==> src/rtl/burst_axi_master.sv <==
`default_nettype none
// ============================================================================
//  Module      : burst_axi_master
//  Description : AXI4 INCR burst master (1..MAX_BURST beats per request).
//                Write beats are streamed in and read beats streamed out over
//                valid/ready handshakes, lane-shifted to/from the AXI bus.
//                Optional stall watchdog enabled by defining AXI_TIMEOUT_EN.
//  Revision    : 1.0 - initial release
// ============================================================================
module burst_axi_master #(
    parameter int DATA_W         = 64,
    parameter int ADDR_W         = 32,
    parameter int MAX_BURST      = 16,
    parameter int TIMEOUT_CYCLES = 1024
) (
    input  logic                i_clk,
    input  logic                i_rstn,
    input  logic [1:0]          i_rw,
    input  logic [ADDR_W-1:0]   i_addr,
    input  logic [2:0]          i_size,
    input  logic [7:0]          i_len,
    input  logic                i_clear,
    output logic                o_wait,
    output logic                o_done,
    output logic                o_error,
    output logic                o_invalid,
    input  logic [DATA_W-1:0]   i_wdata,
    input  logic                i_wvalid,
    output logic                o_wready,
    output logic [DATA_W-1:0]   o_rdata,
    output logic                o_rvalid,
    input  logic                i_rready,
    output logic                m_axi_awvalid,
    input  logic                m_axi_awready,
    output logic [ADDR_W-1:0]   m_axi_awaddr,
    output logic [7:0]          m_axi_awlen,
    output logic [2:0]          m_axi_awsize,
    output logic [1:0]          m_axi_awburst,
    output logic                m_axi_wvalid,
    input  logic                m_axi_wready,
    output logic                m_axi_wlast,
    output logic [DATA_W-1:0]   m_axi_wdata,
    output logic [DATA_W/8-1:0] m_axi_wstrb,
    input  logic                m_axi_bvalid,
    output logic                m_axi_bready,
    input  logic [1:0]          m_axi_bresp,
    output logic                m_axi_arvalid,
    input  logic                m_axi_arready,
    output logic [ADDR_W-1:0]   m_axi_araddr,
    output logic [7:0]          m_axi_arlen,
    output logic [2:0]          m_axi_arsize,
    output logic [1:0]          m_axi_arburst,
    input  logic                m_axi_rvalid,
    output logic                m_axi_rready,
    input  logic                m_axi_rlast,
    input  logic [DATA_W-1:0]   m_axi_rdata,
    input  logic [1:0]          m_axi_rresp
`ifdef AXI_TIMEOUT_EN
    ,
    output logic                o_timeout
`endif
);

    localparam int          c_BYTES    = DATA_W / 8;
    localparam int          c_LANE_W   = $clog2(c_BYTES);
    localparam logic [2:0]  c_MAX_SIZE = 3'(c_LANE_W);
    localparam logic [c_BYTES:0] c_ONE = (c_BYTES + 1)'(1);

    localparam logic [1:0]  c_OKAY   = 2'b00;
    localparam logic [1:0]  c_SLVERR = 2'b10;
    localparam logic [1:0]  c_DECERR = 2'b11;

    localparam logic [3:0]  c_ST_IDLE    = 4'd0;
    localparam logic [3:0]  c_ST_DONE    = 4'd1;
    localparam logic [3:0]  c_ST_ERROR   = 4'd2;
    localparam logic [3:0]  c_ST_INVALID = 4'd3;
    localparam logic [3:0]  c_ST_W_ADDR  = 4'd4;
    localparam logic [3:0]  c_ST_W_DATA  = 4'd5;
    localparam logic [3:0]  c_ST_W_RESP  = 4'd6;
    localparam logic [3:0]  c_ST_R_ADDR  = 4'd7;
    localparam logic [3:0]  c_ST_R_DATA  = 4'd8;

    logic [3:0]          r_state;
    logic [3:0]          w_next;
    logic [ADDR_W-1:0]   r_addr;
    logic [2:0]          r_size;
    logic [7:0]          r_len;
    logic [7:0]          r_beat;
    logic [1:0]          r_resp;

    logic                w_req;
    logic                w_bad;
    logic [7:0]          w_size_mask;
    logic [16:0]         w_span_end;
    logic                w_idle_grp;
    logic                w_last;
    logic [c_LANE_W-1:0] w_offset;
    logic [7:0]          w_nbytes;
    logic [c_BYTES-1:0]  w_lane_mask;
    logic [DATA_W-1:0]   w_byte_mask;
    logic [1:0]          w_rbeat_resp;
    logic                w_accept;
    logic                w_beat_hs;
    logic                w_resp_upd;
    logic                w_complete;
    logic [1:0]          w_final;

    // Severity order: DECERR above SLVERR/EXOKAY above OKAY
    function automatic logic [1:0] f_rank(input logic [1:0] resp);
        return (resp == c_DECERR) ? 2'd2 : ((resp != c_OKAY) ? 2'd1 : 2'd0);
    endfunction

    function automatic logic [1:0] f_worst(input logic [1:0] a, input logic [1:0] b);
        return (f_rank(b) > f_rank(a)) ? b : a;
    endfunction

    // Request legality: alignment, beat size, burst length and 4 KB crossing
    assign w_req       = (i_rw == 2'b01) || (i_rw == 2'b10);
    assign w_size_mask = 8'((9'd1 << i_size) - 9'd1);
    assign w_span_end  = {5'd0, i_addr[11:0]} + (17'({1'b0, i_len} + 9'd1) << i_size);
    assign w_bad       = (|(i_addr[7:0] & w_size_mask))
                      || (i_size > c_MAX_SIZE)
                      || (({1'b0, i_len} + 9'd1) > 9'(MAX_BURST))
                      || (w_span_end > 17'd4096);

    assign w_idle_grp = (r_state == c_ST_IDLE) || (r_state == c_ST_DONE)
                     || (r_state == c_ST_ERROR) || (r_state == c_ST_INVALID);
    assign w_last     = (r_beat == r_len);

    // Byte lane of the current beat and the bytes it occupies
    assign w_offset    = r_addr[c_LANE_W-1:0] + c_LANE_W'({8'd0, r_beat} << r_size);
    assign w_nbytes    = 8'd1 << r_size;
    assign w_lane_mask = c_BYTES'((c_ONE << w_nbytes) - c_ONE);

    genvar gi;
    generate
        for (gi = 0; gi < c_BYTES; gi++) begin : g_byte_mask
            assign w_byte_mask[gi*8 +: 8] = {8{w_lane_mask[gi]}};
        end
    endgenerate

    // A mismatch between the slave's rlast and our own beat count is a slave error
    assign w_rbeat_resp = (m_axi_rlast != w_last) ? f_worst(m_axi_rresp, c_SLVERR) : m_axi_rresp;

    assign m_axi_awaddr  = r_addr;
    assign m_axi_awlen   = r_len;
    assign m_axi_awsize  = r_size;
    assign m_axi_awburst = 2'b01;
    assign m_axi_araddr  = r_addr;
    assign m_axi_arlen   = r_len;
    assign m_axi_arsize  = r_size;
    assign m_axi_arburst = 2'b01;

`ifdef AXI_TIMEOUT_EN
    localparam int c_TMO_W = $clog2(TIMEOUT_CYCLES + 1);
    logic [c_TMO_W-1:0] r_tmo_cnt;
    logic               r_timeout;
    logic               w_expire;
    logic               w_any_hs;

    assign w_expire = !w_idle_grp && (r_tmo_cnt == c_TMO_W'(TIMEOUT_CYCLES - 1));
    assign w_any_hs = (m_axi_awvalid && m_axi_awready) || (m_axi_wvalid && m_axi_wready)
                   || (m_axi_bvalid && m_axi_bready) || (m_axi_arvalid && m_axi_arready)
                   || (m_axi_rvalid && m_axi_rready);
    assign o_timeout = r_timeout;

    // Stall watchdog: restarts on every handshake, idle while no transfer is active
    always_ff @(posedge i_clk) begin
        if (!i_rstn) begin
            r_tmo_cnt <= '0;
            r_timeout <= 1'b0;
        end else begin
            if (w_idle_grp || w_any_hs || w_expire) begin
                r_tmo_cnt <= '0;
            end else begin
                r_tmo_cnt <= r_tmo_cnt + 1'b1;
            end
            if (w_expire) begin
                r_timeout <= 1'b1;
            end else if (i_clear || w_accept) begin
                r_timeout <= 1'b0;
            end
        end
    end
`endif

    // Next-state and output decode
    always_comb begin
        w_next        = r_state;
        w_accept      = 1'b0;
        w_beat_hs     = 1'b0;
        w_resp_upd    = 1'b0;
        w_complete    = 1'b0;
        w_final       = r_resp;
        o_wait        = 1'b0;
        o_done        = 1'b0;
        o_error       = 1'b0;
        o_invalid     = 1'b0;
        o_wready      = 1'b0;
        o_rvalid      = 1'b0;
        o_rdata       = '0;
        m_axi_awvalid = 1'b0;
        m_axi_wvalid  = 1'b0;
        m_axi_wlast   = 1'b0;
        m_axi_wdata   = '0;
        m_axi_wstrb   = '0;
        m_axi_bready  = 1'b0;
        m_axi_arvalid = 1'b0;
        m_axi_rready  = 1'b0;
        case (r_state)
            c_ST_IDLE, c_ST_DONE, c_ST_ERROR, c_ST_INVALID: begin
                if (w_req) begin
                    w_accept = 1'b1;
                    if (w_bad) begin
                        w_next    = c_ST_INVALID;
                        o_done    = 1'b1;
                        o_error   = 1'b1;
                        o_invalid = 1'b1;
                    end else begin
                        w_next = (i_rw == 2'b01) ? c_ST_W_ADDR : c_ST_R_ADDR;
                        o_wait = 1'b1;
                    end
                end else if (i_clear) begin
                    w_next = c_ST_IDLE;
                end else begin
                    o_done    = (r_state != c_ST_IDLE);
                    o_error   = (r_state == c_ST_ERROR) || (r_state == c_ST_INVALID);
                    o_invalid = (r_state == c_ST_INVALID);
                end
            end
            c_ST_W_ADDR: begin
                o_wait        = 1'b1;
                m_axi_awvalid = 1'b1;
                if (m_axi_awready) w_next = c_ST_W_DATA;
            end
            c_ST_W_DATA: begin
                o_wait       = 1'b1;
                m_axi_wvalid = i_wvalid;
                o_wready     = m_axi_wready;
                m_axi_wdata  = i_wdata << {w_offset, 3'b000};
                m_axi_wstrb  = w_lane_mask << w_offset;
                m_axi_wlast  = w_last;
                if (i_wvalid && m_axi_wready) begin
                    w_beat_hs = 1'b1;
                    if (w_last) w_next = c_ST_W_RESP;
                end
            end
            c_ST_W_RESP: begin
                o_wait       = 1'b1;
                m_axi_bready = 1'b1;
                if (m_axi_bvalid) begin
                    w_final    = f_worst(r_resp, m_axi_bresp);
                    w_resp_upd = 1'b1;
                    w_complete = 1'b1;
                end
            end
            c_ST_R_ADDR: begin
                o_wait        = 1'b1;
                m_axi_arvalid = 1'b1;
                if (m_axi_arready) w_next = c_ST_R_DATA;
            end
            c_ST_R_DATA: begin
                o_wait       = 1'b1;
                m_axi_rready = i_rready;
                o_rvalid     = m_axi_rvalid;
                o_rdata      = (m_axi_rdata >> {w_offset, 3'b000}) & w_byte_mask;
                if (m_axi_rvalid && i_rready) begin
                    w_beat_hs  = 1'b1;
                    w_final    = f_worst(r_resp, w_rbeat_resp);
                    w_resp_upd = 1'b1;
                    w_complete = w_last;
                end
            end
            default: w_next = c_ST_IDLE;
        endcase

        if (w_complete) begin
            o_wait    = 1'b0;
            o_done    = 1'b1;
            o_error   = (w_final != c_OKAY);
            o_invalid = (w_final == c_DECERR);
            if (i_clear)                 w_next = c_ST_IDLE;
            else if (w_final == c_DECERR) w_next = c_ST_INVALID;
            else if (w_final != c_OKAY)   w_next = c_ST_ERROR;
            else                          w_next = c_ST_DONE;
        end

`ifdef AXI_TIMEOUT_EN
        if (w_expire) begin
            m_axi_awvalid = 1'b0;
            m_axi_wvalid  = 1'b0;
            m_axi_bready  = 1'b0;
            m_axi_arvalid = 1'b0;
            m_axi_rready  = 1'b0;
            o_wready      = 1'b0;
            o_rvalid      = 1'b0;
            w_beat_hs     = 1'b0;
            w_resp_upd    = 1'b0;
            o_wait        = 1'b0;
            o_done        = 1'b1;
            o_error       = 1'b1;
            o_invalid     = 1'b0;
            w_next        = c_ST_ERROR;
        end
`endif
    end

    // State, request latch, beat counter and sticky response
    always_ff @(posedge i_clk) begin
        if (!i_rstn) begin
            r_state <= c_ST_IDLE;
            r_addr  <= '0;
            r_size  <= 3'd0;
            r_len   <= 8'd0;
            r_beat  <= 8'd0;
            r_resp  <= c_OKAY;
        end else begin
            r_state <= w_next;
            if (w_accept) begin
                r_addr <= i_addr;
                r_size <= i_size;
                r_len  <= i_len;
                r_beat <= 8'd0;
                r_resp <= c_OKAY;
            end
            if (w_beat_hs)  r_beat <= r_beat + 8'd1;
            if (w_resp_upd) r_resp <= w_final;
        end
    end

endmodule
`default_nettype wire

==> config.mk <==
export PLATFORM = sky130hd
export DESIGN_NAME = burst_axi_master
export DESIGN_NICKNAME = d
export VERILOG_FILES = /design/src/rtl/burst_axi_master.sv
export SDC_FILE = /design/constraint.sdc
export NUM_CORES = 1
export LEC_CHECK = 0
export ABC_AREA = 1
export ABC_CLOCK_PERIOD_IN_PS = 9600
export CAP_MARGIN = 20
export CORE_AREA = 2 2 164 166
export CTS_BUF_LIST = sky130_fd_sc_hd__clkbuf_4
export CTS_CLUSTER_DIAMETER = 40
export DETAILED_ROUTE_END_ITERATION = 7
export DIE_AREA = 0 0 166 168
export PLACE_DENSITY = 0.73
export REMOVE_ABC_BUFFERS = 1
export SYNTH_ARGS = -nofsm -noshare
export SYNTH_HDL_FRONTEND = slang
export SYNTH_SLANG_ARGS = --single-unit
==> constraint.sdc <==
create_clock -name i_clk -period 9.6 [get_ports i_clk]
set_clock_uncertainty 0.05 [all_clocks]
set_input_delay 1.44 -clock i_clk [delete_from_list [all_inputs] [get_ports i_clk]]
set_output_delay 1.44 -clock i_clk [all_outputs]
set_load 0.02 [all_outputs]
==> impl_results.md <==
- Critical-path cell list: clkdlybuf4s50_1 -> clkinv_1 -> o21ai_0 -> o21ai_0 -> o21ai_0 -> ha_1 -> nand2_1 -> nand2_1 -> inv_1 -> nor2_1 -> o21ai_0 -> nand3_1 -> nand2_1 -> nand2_1 -> nand3_1 -> nand2_1 -> nand4_1 -> nand2_1 -> o21ai_0 -> clkdlybuf4s50_1
- Hold Path Class: reg -> reg
- Post-DP HPWL: 28,800 um
- Final setup violation count: 0
- DRC violations left: 0
- CTS sink count: 57
- Clock Power Share: 14.5%
- EDFF count, synth: 0
- H-tree Lvls: 3
- CTS resizes: 0
- Min Tclk post-route: 7.03 ns
- Flops & latches, synth: 57
- TritonCTS clock tree: done
- Drt first pass iters: 6
- LEAKAGE: 0.00517 uW
- Fmax: 0.142 GHz
- Final Worst Setup Slack: 2.57 ns
- Async set or reset register ratio after synthesis: 0%
- Number of buffers created by CTS: 9
- Maxcap violations: 0
- Post-DR wirelength/cell: 17.7 um
- Worst path required time: 8.11 ns
- Rel. slew slack: 32.4%
- Dpl ws: 2.57 ns
- Setup TNS: 0 ns
- # nets final: 1,985
- Kind of critical path: in -> out
- Final Hold Fails: 0
- Layout fillers: 2,769
- Post-synth top area share: 15.4%
- Synth area leaders: nand2_1, dfxtp_1, nor2_1
- Layout cell share with drive strength beyond 1: 3.89%
- DR vias/cell: 5.25
- Slowest cell on crit path: clkdlybuf4s50_1
- GPL Wtd Cong: 0.906
- Die ar.: 27,900 um^2
- Vias: 11,100
- R2r setup slk: 6.22 ns
- GRT Total Usage: 25.1%
- Root buffer cell: clkbuf_4
- Vias in the first global route: 10,400
- Status: finished, final reports clean
- Global-route wire length before repair: 56,500 um
- Syn Inst Count: 1,457
- Row Count: 60
- RSZ-0062 raised after global routing: no
- Post-Route WL: 37,400 um
- IO buf count: 421
- Pwr Total: 1250 uW
- Hold-critical path depth: 2
- Worst VDD drop: 0.0000966 V
- Area growth syn-to-layout: 51.8%
- Final ANT Viol Nets: 0
- Top cell by count, worst path: nand2_1
- Comb power frac: 62.4%
- Initial antenna violation count: 1
- Worst-path clk slew: 0.12 ns
- Largest net degree at the start of global routing: 75
- Fin. max-slew vios: 0
- Crit share post-route: 73.2%
- CP top delay family: buffers and inverters
- Pint: 650 uW
- Die width: 166 um
- Biggest cell delay along the critical path: 0.78 ns
- CTS Buffer Depth: 2
- Synthesis Warnings: 0
- Post-Synthesis Mean Instance Area: 5.56 um^2
- Starting Density: 30.8%
- Post-CTS setup repair buffer count: 0
- Worst skew pair latency: 0.42 ns
- DR iter-0 viols: 1,103
- CP endpoint kind: output pin
- Reg2Reg Depth: 18
- Count leader, synth: nand2_1
- Gr ovfl total: 0
- CP Buf/Inv Count: 4
- Sequential share of power: 23.1%
- CTS Hold Bufs: 0
- Pwr Density: 101 nW/um^2
- Synth top cells by count: nand2_1, nor2_1, o21ai_0
- Die height: 168 um
- Core area: 26,400 um^2
- Worst slew pin tran: 1.01 ns
- Net Sw Power: 595 uW
- CP Depth: 20
- Yosys top cell by area: nand2_1
- Crit Path Max Fanout: 16
- I/O pins: 426
- Ys flop type: dfxtp_1
- Net Sw Frac: 47.8%
- Netlist Area Pre-Place: 8100 um^2
- Sequential area share after synthesis: 14.1%
- Worst Path Arrival: 5.54 ns
- Startpoint Class: primary input
- Yosys cell types: 49
==> tightest hold or removal path, delay by kind of cell, from the launching register on <==
| family | cells | cell delay, ns |
|---|---|---|
| simple gates | 1 | 0.08 |
| flops | 1 | 0.34 |
| compound gates | 1 | 0.06 |
==> flip-flops by register name (all words and copies together), names as in the netlist <==
signal	cells
m_axi_araddr	32
m_axi_arlen	8
m_axi_arsize	3
r_beat	8
r_resp	2
r_state	4
==> kinds of logic (layout without fill, tap and decap cells) <==
| kind of cell | Yosys count | in the layout | share of synthesized area, % |
|---|---|---|---|
| XOR/XNOR | 13 | 13 | 1.41 |
| flip-flops | 57 | 57 | 14.1 |
| AO/OA/AOI/OAI | 359 | 359 | 27.2 |
| buffers and inverters | 302 | 615 | 16.6 |
| adder cells (fa/ha/maj) | 29 | 29 | 4.66 |
| AND/OR/NAND/NOR | 689 | 689 | 35.2 |
| multiplexers | 6 | 6 | 0.741 |
| other | 2 | 6 | 0.0927 |
==> cells in the final DEF (no fill, tap or decap), types with 21 or more instances in the layout <==
cell type / instances
dfxtp_1: 57
nor2_1: 237
a21oi_1: 54
o22ai_1: 24
nand3_1: 53
inv_1: 153
clkdlybuf4s50_1: 421
a221oi_1: 21
a22oi_1: 34
ha_1: 26
nand2_1: 332
o21ai_0: 162
==> layout make-up <==
| type | count | area, um^2 | share of cell area (%) |
|---|---|---|---|
| Multi-Input combinational cell | 1101 | 5660 | 46.0 |
| Timing Repair Buffer | 433 | 4300 | 35.0 |
| Sequential cell | 57 | 1140 | 9.28 |
| Inverter | 166 | 623 | 5.07 |
| Tap cell | 341 | 427 | 3.47 |
| Clock buffer | 11 | 82.6 | 0.671 |
| Clock inverter | 5 | 56.3 | 0.458 |
| Antenna cell | 1 | 2.50 | 0.0203 |
==> final timing paths <==
path,start,end
worst max register to register,r_beat[2],r_state[0]
worst min register to register,r_resp[0],r_resp[0]
worst max-delay path,i_size[0],o_invalid
worst min-delay path,r_resp[0],r_resp[0]
==> power groups by stage <==
stage               clock, uW  sequential, uW  combinational, uW
finish                    180             288                777
global placement            0             293                764
floorplan                   0             342                380
global route              195             291                847
CTS                       185             289                773
detailed placement          0             293                768
==> through the flow <==
stage	area [um^2]	hold WS, ns	utilization (%)	cells
after global routing	12300	0.501	46.7	2115
final	12300	0.461	46.7	2115
after detailed placement	12200	0.447	46.1	2098
after CTS	12300	0.464	46.7	2114
after floorplan	7390	0.422	-	1324
after global placement	12200	0.446	46.1	2098
==> metal layers <==
layer / vias to the layer above / part of all wire (%) / global-route usage, %
met1: 5057 / 41 / 30.3
met3: 85 / 7.5 / 4.23
met4: 0 / 4.4 / 10.9
met5: - / 0 / 0
met2: 556 / 47 / 43.8
li1: 5416 / - / -
Power figures use the tool's default switching activity.
